--- config.mk ---
export PLATFORM = sky130hd
export DESIGN_NAME = uart_apb_bridge
export DESIGN_NICKNAME = d
export VERILOG_FILES = /design/src/rtl/uart_apb_bridge.sv
export SDC_FILE = /design/constraint.sdc
export NUM_CORES = 1
export LEC_CHECK = 0
export CORE_MARGIN = 2
export CORE_UTILIZATION = 60
export CTS_BUF_LIST = sky130_fd_sc_hd__clkbuf_16
export CTS_CLUSTER_DIAMETER = 50
export DETAILED_ROUTE_END_ITERATION = 8
export DONT_BUFFER_PORTS = 1
export GPL_TIMING_DRIVEN = 0
export HOLD_SLACK_MARGIN = 0.1
export PLACE_DENSITY = 0.76
export SYNTH_ARGS = -nofsm -noshare
export SYNTH_HDL_FRONTEND = slang
export SYNTH_SLANG_ARGS = --single-unit
export TNS_END_PERCENT = 20
--- constraint.sdc ---
create_clock -name clk -period 2.9 [get_ports clk]
set_clock_uncertainty 0.1 [all_clocks]
set_input_delay 0.29 -clock clk [delete_from_list [all_inputs] [get_ports clk]]
set_output_delay 0.29 -clock clk [all_outputs]
set_load 0.05 [all_outputs]
--- src/rtl/uart_apb_bridge.sv ---
// UART-to-APB debug bridge: 8N1 command frames in on uart_rx, one APB access per frame, status/data out on uart_tx.
// Latency: frame decode + 1 SETUP cycle + ACCESS until PREADY (or APB_TIMEOUT), then 1 or 5 response bytes.
// Backpressure: none on the serial side; bytes arriving while a transfer or response is in flight are dropped.
module uart_apb_bridge #(
  parameter int CLK_DIV      = 415,
  parameter int BYTE_TIMEOUT = 2000000,
  parameter int APB_TIMEOUT  = 65535
) (
  input  logic        clk,
  input  logic        reset_n,
  input  logic        uart_rx,
  output logic        uart_tx,
  output logic [31:0] apb_PADDR,
  output logic        apb_PSEL,
  output logic        apb_PENABLE,
  output logic        apb_PWRITE,
  output logic [31:0] apb_PWDATA,
  input  logic        apb_PREADY,
  input  logic [31:0] apb_PRDATA,
  output logic        active
);

  localparam int CW  = $clog2(CLK_DIV + 1);
  localparam int BTW = $clog2(BYTE_TIMEOUT) + 1;
  localparam int ATW = $clog2(APB_TIMEOUT) + 1;
  localparam logic [CW-1:0]  HALF_M1  = CW'(CLK_DIV / 2 - 1);
  localparam logic [CW-1:0]  FULL_M1  = CW'(CLK_DIV - 1);
  localparam logic [BTW-1:0] BTO_LAST = BTW'(BYTE_TIMEOUT - 1);
  localparam logic [ATW-1:0] ATO_LAST = ATW'((APB_TIMEOUT == 0) ? 0 : APB_TIMEOUT - 1);

  typedef enum logic [2:0] {S_IDLE, S_ADDR, S_DATA, S_SETUP, S_ACCESS, S_RESP} state_t;

  state_t          state, state_nxt;
  logic            rx_s1, rx_s2, rx_prev, rx_busy, byte_vld, byte_ferr;
  logic [3:0]      rx_bit;
  logic [CW-1:0]   rx_cnt;
  logic [7:0]      rx_byte;
  logic            tx_busy, tx_rdy, tx_done, tx_vld;
  logic [3:0]      tx_bit;
  logic [CW-1:0]   tx_cnt;
  logic [9:0]      tx_shift;
  logic [7:0]      tx_dat;
  logic [1:0]      byte_idx;
  logic [BTW-1:0]  bto_cnt;
  logic [ATW-1:0]  ato_cnt;
  logic            ato_exp, resp_err;
  logic [2:0]      resp_idx, resp_n;
  logic [31:0]     rdata;

  // RX: two-flop synchroniser, start-bit qualification at half a bit, then mid-bit sampling
  always_ff @(posedge clk or negedge reset_n) begin
    if (!reset_n) begin
      rx_s1 <= 1'b1; rx_s2 <= 1'b1; rx_prev <= 1'b1; rx_busy <= 1'b0;
      rx_bit <= '0; rx_cnt <= '0; rx_byte <= '0; byte_vld <= 1'b0; byte_ferr <= 1'b0;
    end else begin
      rx_s1     <= uart_rx;
      rx_s2     <= rx_s1;
      rx_prev   <= rx_s2;
      byte_vld  <= 1'b0;
      byte_ferr <= 1'b0;
      if (!rx_busy) begin
        if (rx_prev && !rx_s2) begin
          rx_busy <= 1'b1;
          rx_bit  <= '0;
          rx_cnt  <= HALF_M1;
        end
      end else if (rx_cnt != '0) begin
        rx_cnt <= rx_cnt - 1'b1;
      end else begin
        rx_cnt <= FULL_M1;
        if (rx_bit == 4'd0) begin
          if (rx_s2) rx_busy <= 1'b0;      // line back high: false start
          else       rx_bit  <= 4'd1;
        end else if (rx_bit <= 4'd8) begin
          rx_byte <= {rx_s2, rx_byte[7:1]};
          rx_bit  <= rx_bit + 4'd1;
        end else begin
          rx_busy   <= 1'b0;
          byte_vld  <= rx_s2;
          byte_ferr <= !rx_s2;
        end
      end
    end
  end

  // TX accepts the next byte on the last cycle of a stop bit so response bytes run back to back
  assign tx_done = tx_busy && (tx_cnt == '0) && (tx_bit == 4'd9);
  assign tx_rdy  = !tx_busy || tx_done;
  assign uart_tx = tx_busy ? tx_shift[0] : 1'b1;

  // TX: 10-bit shift register (start, 8 data LSB first, stop), CLK_DIV cycles per bit
  always_ff @(posedge clk or negedge reset_n) begin
    if (!reset_n) begin
      tx_busy <= 1'b0; tx_bit <= '0; tx_cnt <= '0; tx_shift <= '1;
    end else if (tx_vld && tx_rdy) begin
      tx_busy  <= 1'b1;
      tx_shift <= {1'b1, tx_dat, 1'b0};
      tx_bit   <= '0;
      tx_cnt   <= FULL_M1;
    end else if (tx_busy) begin
      if (tx_cnt != '0) begin
        tx_cnt <= tx_cnt - 1'b1;
      end else if (tx_bit == 4'd9) begin
        tx_busy <= 1'b0;
      end else begin
        tx_shift <= {1'b1, tx_shift[9:1]};
        tx_bit   <= tx_bit + 4'd1;
        tx_cnt   <= FULL_M1;
      end
    end
  end

  assign ato_exp     = (APB_TIMEOUT != 0) && (ato_cnt == ATO_LAST);
  assign apb_PSEL    = (state == S_SETUP) || (state == S_ACCESS);
  assign apb_PENABLE = (state == S_ACCESS);
  assign active      = (state != S_IDLE);

  // Parser state register
  always_ff @(posedge clk or negedge reset_n) begin
    if (!reset_n) state <= S_IDLE;
    else          state <= state_nxt;
  end

  // Parser next state and response byte request; a byte beats a simultaneous byte timeout
  always_comb begin
    state_nxt = state;
    tx_vld    = 1'b0;
    tx_dat    = 8'h00;
    case (state)
      S_IDLE:   if (byte_vld && (rx_byte == 8'h57 || rx_byte == 8'h52)) state_nxt = S_ADDR;
      S_ADDR: begin
        if (byte_vld) begin
          if (byte_idx == 2'd3) state_nxt = apb_PWRITE ? S_DATA : S_SETUP;
        end else if (byte_ferr || bto_cnt == BTO_LAST) begin
          state_nxt = S_IDLE;
        end
      end
      S_DATA: begin
        if (byte_vld) begin
          if (byte_idx == 2'd3) state_nxt = S_SETUP;
        end else if (byte_ferr || bto_cnt == BTO_LAST) begin
          state_nxt = S_IDLE;
        end
      end
      S_SETUP:  state_nxt = S_ACCESS;
      S_ACCESS: if (apb_PREADY || ato_exp) state_nxt = S_RESP;
      S_RESP: begin
        tx_vld = (resp_idx != resp_n);
        case (resp_idx)
          3'd0:    tx_dat = resp_err ? 8'h45 : 8'h4B;
          3'd1:    tx_dat = rdata[7:0];
          3'd2:    tx_dat = rdata[15:8];
          3'd3:    tx_dat = rdata[23:16];
          default: tx_dat = rdata[31:24];
        endcase
        if (resp_idx == resp_n && !tx_busy) state_nxt = S_IDLE;
      end
      default:  state_nxt = S_IDLE;
    endcase
  end

  // Parser datapath: field collection, timeout counters, read capture, response sequencing
  always_ff @(posedge clk or negedge reset_n) begin
    if (!reset_n) begin
      apb_PADDR <= '0; apb_PWDATA <= '0; apb_PWRITE <= 1'b0; rdata <= '0;
      byte_idx <= '0; bto_cnt <= '0; ato_cnt <= '0;
      resp_err <= 1'b0; resp_idx <= '0; resp_n <= '0;
    end else begin
      case (state)
        S_IDLE: begin
          if (byte_vld && (rx_byte == 8'h57 || rx_byte == 8'h52)) begin
            apb_PWRITE <= (rx_byte == 8'h57);
            byte_idx   <= '0;
            bto_cnt    <= '0;
          end
        end
        S_ADDR, S_DATA: begin
          if (byte_vld) begin
            if (state == S_ADDR) apb_PADDR[{byte_idx, 3'b000} +: 8]  <= rx_byte;
            else                 apb_PWDATA[{byte_idx, 3'b000} +: 8] <= rx_byte;
            byte_idx <= byte_idx + 2'd1;
            bto_cnt  <= '0;
          end else if (bto_cnt != BTO_LAST) begin
            bto_cnt <= bto_cnt + 1'b1;
          end
        end
        S_SETUP: begin
          ato_cnt  <= '0;
          resp_idx <= '0;
        end
        S_ACCESS: begin
          if (apb_PREADY) begin
            rdata    <= apb_PRDATA;
            resp_err <= 1'b0;
            resp_n   <= apb_PWRITE ? 3'd1 : 3'd5;
          end else if (ato_exp) begin
            resp_err <= 1'b1;
            resp_n   <= 3'd1;
          end else if (ato_cnt != ATO_LAST) begin
            ato_cnt <= ato_cnt + 1'b1;
          end
        end
        S_RESP:  if (tx_vld && tx_rdy) resp_idx <= resp_idx + 3'd1;
        default: ;
      endcase
    end
  end

endmodule

==> impl_metrics.ini <==
[critical_path]
worstPathCellList = nand4bb_1, o41ai_1, and2_1, clkbuf_1, clkbuf_2, a21oi_1
path_max_fanout = 10
required_ps = 3110
critical-path-slowest-cell = o41ai_1
startpoint_type = register
path_class = reg -> reg
critPathMaxStageDelay_ps = 540
cp.arrival_ps = 2920
endpoint_kind = register

[outcome]
failed_checks = hold timing
outcome = complete, but fails checks

[sta]
period_minus_slack_ps = 2716
relSlewSlack_pct = 32.29
rsz0062_at_grt = no
post-route-worst-setup-slack_ps = 184.3
final_hold_viol_count = 197
finalCritPeriodShare_pct = 93.64
tns_ps = 0
fmax_mhz = 368.2
fin_hold_ws_ps = -563.2
slew_viol_final = 0
tightest_slew_ps = 1013
finalSetupViolCount = 0

[die]
dieWidth_um = 127.8
die_h_um = 127.8
die_area_um2 = 16330
core-area_um2 = 15090
io_pins = 105
initial_utilization_pct = 60.95
fp-row-count = 45

[routing]
ant_nets = 0
vias = 7143
finalWirelength_mm = 20.76
wire_per_inst_um = 17.77
drtIter0Drc = 508
route.detailed.drc = 0
routed_via_density = 6.116
firstDrtPassIters = 5

[global_route]
overflow = 0
antenna_found_initial = 0
grt_pass1_wl_mm = 34.14
grt_pass1_vias = 6897
grt_max_degree = 198
grt_use_total_pct = 26.25

[cells_and_area]
area_growth_pct = 12.42
fin_nets = 1023
drive_gt1_share_pct = 10.71
antenna_cells = 0

[clock_tree]
cts_tree = built
htreeDepth = 4
cts-buffers-inserted = 17
clk_pin_slew_ps = 80
cts_sinks = 197
hold_buffers = 34
clockBufferDepth = 2
root_buffer = clkbuf_16
clk_latency_ps = 440

[synthesis]
synth-edff-count = 0
synth.net_count = 970
ys_types = 69
syn_inst = 914
yosysWarnings = 0
synthFlopType = dfrtp_1
ys_ff_latch = 197
postSynthAreaPerCell_um2 = 10.06
synthArstFlopShare_pct = 100.0
ys_seq_area_share_pct = 53.77
synth_area_um2 = 9196

[power_and_ir_drop]
power_density_nw_per_um2 = 762.4
peakVddDrop_mv = 0.4917
total_leakage_power_nw = 4.333

[placement]
dp_slack_ps = 139.5
dp_hpwl_mm = 13.75
io_buffers = 0
place.gp.congestion = 0.8505

[min_path]
hp-class = in -> async

[job]
maxCapViolations = 0
-- report_power, final --
| part | switching [mW] | internal [mW] | total [mW] |
|---|---|---|---|
| clock network | 1.11 | 1.12 | 2.23 |
| logic | 1.10 | 0.843 | 1.94 |
| registers | 0.424 | 3.29 | 3.71 |
-- metrics by stage --
step	power, mW	instances	cell area, um2	utilization, %
after floorplan	5.081	914	9196	-
after global placement	5.479	1102	9432	62.50
after detailed placement	5.554	1102	9432	62.50
after CTS	7.798	1168	10310	68.36
after global routing	8.289	1168	10340	68.52
final	7.882	1168	10340	68.52
-- metal layers --
metal,track usage [%],wire length (um),up-vias
met5,0,0,-
met3,6.553,1334,28
met1,35.02,9192,3538
met2,42.43,9851,199
li1,-,-,3378
met4,8.791,380,0
-- worst paths after layout --
kind	startpoint	end	slack, ps	cells after the start
max in group asynchronous	reset_n	tx_shift[5]$_DFFE_PN1P_	2960	0
worst max register to register	rx_byte[7]$_DFFE_PN0P_	bto_cnt[20]$_DFFE_PN0P_	180	6
worst min-delay path	reset_n	apb_PADDR[22]$_DFFE_PN0P_	-560	0
min in group clk	rx_s1$_DFF_PN1_	rx_s2$_DFF_PN1_	260	0
worst min register to register	rx_s1$_DFF_PN1_	rx_s2$_DFF_PN1_	260	0
worst max-delay path	rx_byte[7]$_DFFE_PN0P_	bto_cnt[20]$_DFFE_PN0P_	180	6
-- registers in the layout, summed over array words and instances, names as in the netlist, 8 cells and up --
signal	cells
apb_PADDR	32
apb_PWDATA	32
ato_cnt	17
bto_cnt	22
rdata	32
rx_byte	8
rx_cnt	9
tx_cnt	9
tx_shift	9
-- logic make-up after synthesis --
family	after synthesis	share of synthesized area, %
and+or+nand+nor	339	18.11
buffers and inverters	64	2.748
muxes	46	5.537
adders and majority gates	20	2.721
AOI/OAI and AO/OA	229	15.31
DFF	197	53.77
xor gates and xnor gates	19	1.810
-- critical path, delay by kind of cell, from the launching register on --
kind / cells / cell delay [ps]
buffers and inverters: 2 / 710
AND/OR/NAND/NOR: 2 / 620
flip-flops: 1 / 530
AO/OA/AOI/OAI: 2 / 620
-- synth_stat cells (6+ instances only) --
| cell | count | share of area, % |
|---|---|---|
| or4_1 | 9 | 0.73 |
| o211ai_1 | 6 | 0.49 |
| a22o_1 | 6 | 0.57 |
| nor2_1 | 36 | 1.5 |
| and3_1 | 13 | 0.88 |
| nand2b_1 | 11 | 0.75 |
| xor2_1 | 14 | 1.3 |
| nand3_1 | 28 | 1.5 |
| clkbuf_1 | 29 | 1.2 |
| inv_1 | 24 | 0.98 |
| o21ai_0 | 114 | 6.2 |
| dfrtp_1 | 185 | 50 |
| dfstp_2 | 12 | 3.4 |
| mux2i_1 | 7 | 0.76 |
| or3_1 | 25 | 1.7 |
| nor3_1 | 14 | 0.76 |
| nand4_1 | 9 | 0.61 |
| ha_1 | 20 | 2.7 |
| a21oi_1 | 39 | 2.1 |
| and2_1 | 6 | 0.41 |
| mux2_2 | 39 | 4.8 |
| o31ai_1 | 11 | 0.90 |
| nand2_1 | 157 | 6.4 |
-- timing repair --
item                                    CTS  global route
buffers inserted                          0             0
gates resized for setup                   0             6
endpoints found under the setup margin    0            24
hold endpoints to repair                232           197
-- area by class of cell --
| class | count | area, um2 |
|---|---|---|
| Buffer | 40 | 163.9 |
| Tap cell | 188 | 235.2 |
| Multi-Input combinational cell | 653 | 4021 |
| Clock inverter | 15 | 117.6 |
| Sequential cell | 197 | 4945 |
| Fill cell | 1154 | 4751 |
| Inverter | 24 | 90.09 |
| Clock buffer | 17 | 425.4 |
| Timing Repair Buffer | 34 | 340.3 |
-- cell usage in the layout, fill, tap and decap left out, drive strengths merged, types with 6 or more instances in the layout --
cell,netlist,routed
a21oi,39,39
a22o,6,6
and2,6,6
and3,13,13
buf,11,11
clkbuf,29,46
dfrtp,185,185
dfstp,12,12
dlygate4sd3,0,34
ha,20,20
inv,24,33
mux2,39,39
mux2i,7,7
nand2,157,157
nand2b,11,11
nand3,29,29
nand4,9,9
nor2,38,38
nor3,14,14
o211ai,6,6
o21ai,116,116
o31ai,15,15
or3,25,25
or4,9,9
xor2,14,14
Note: power is estimated with default switching activity, not from simulation.
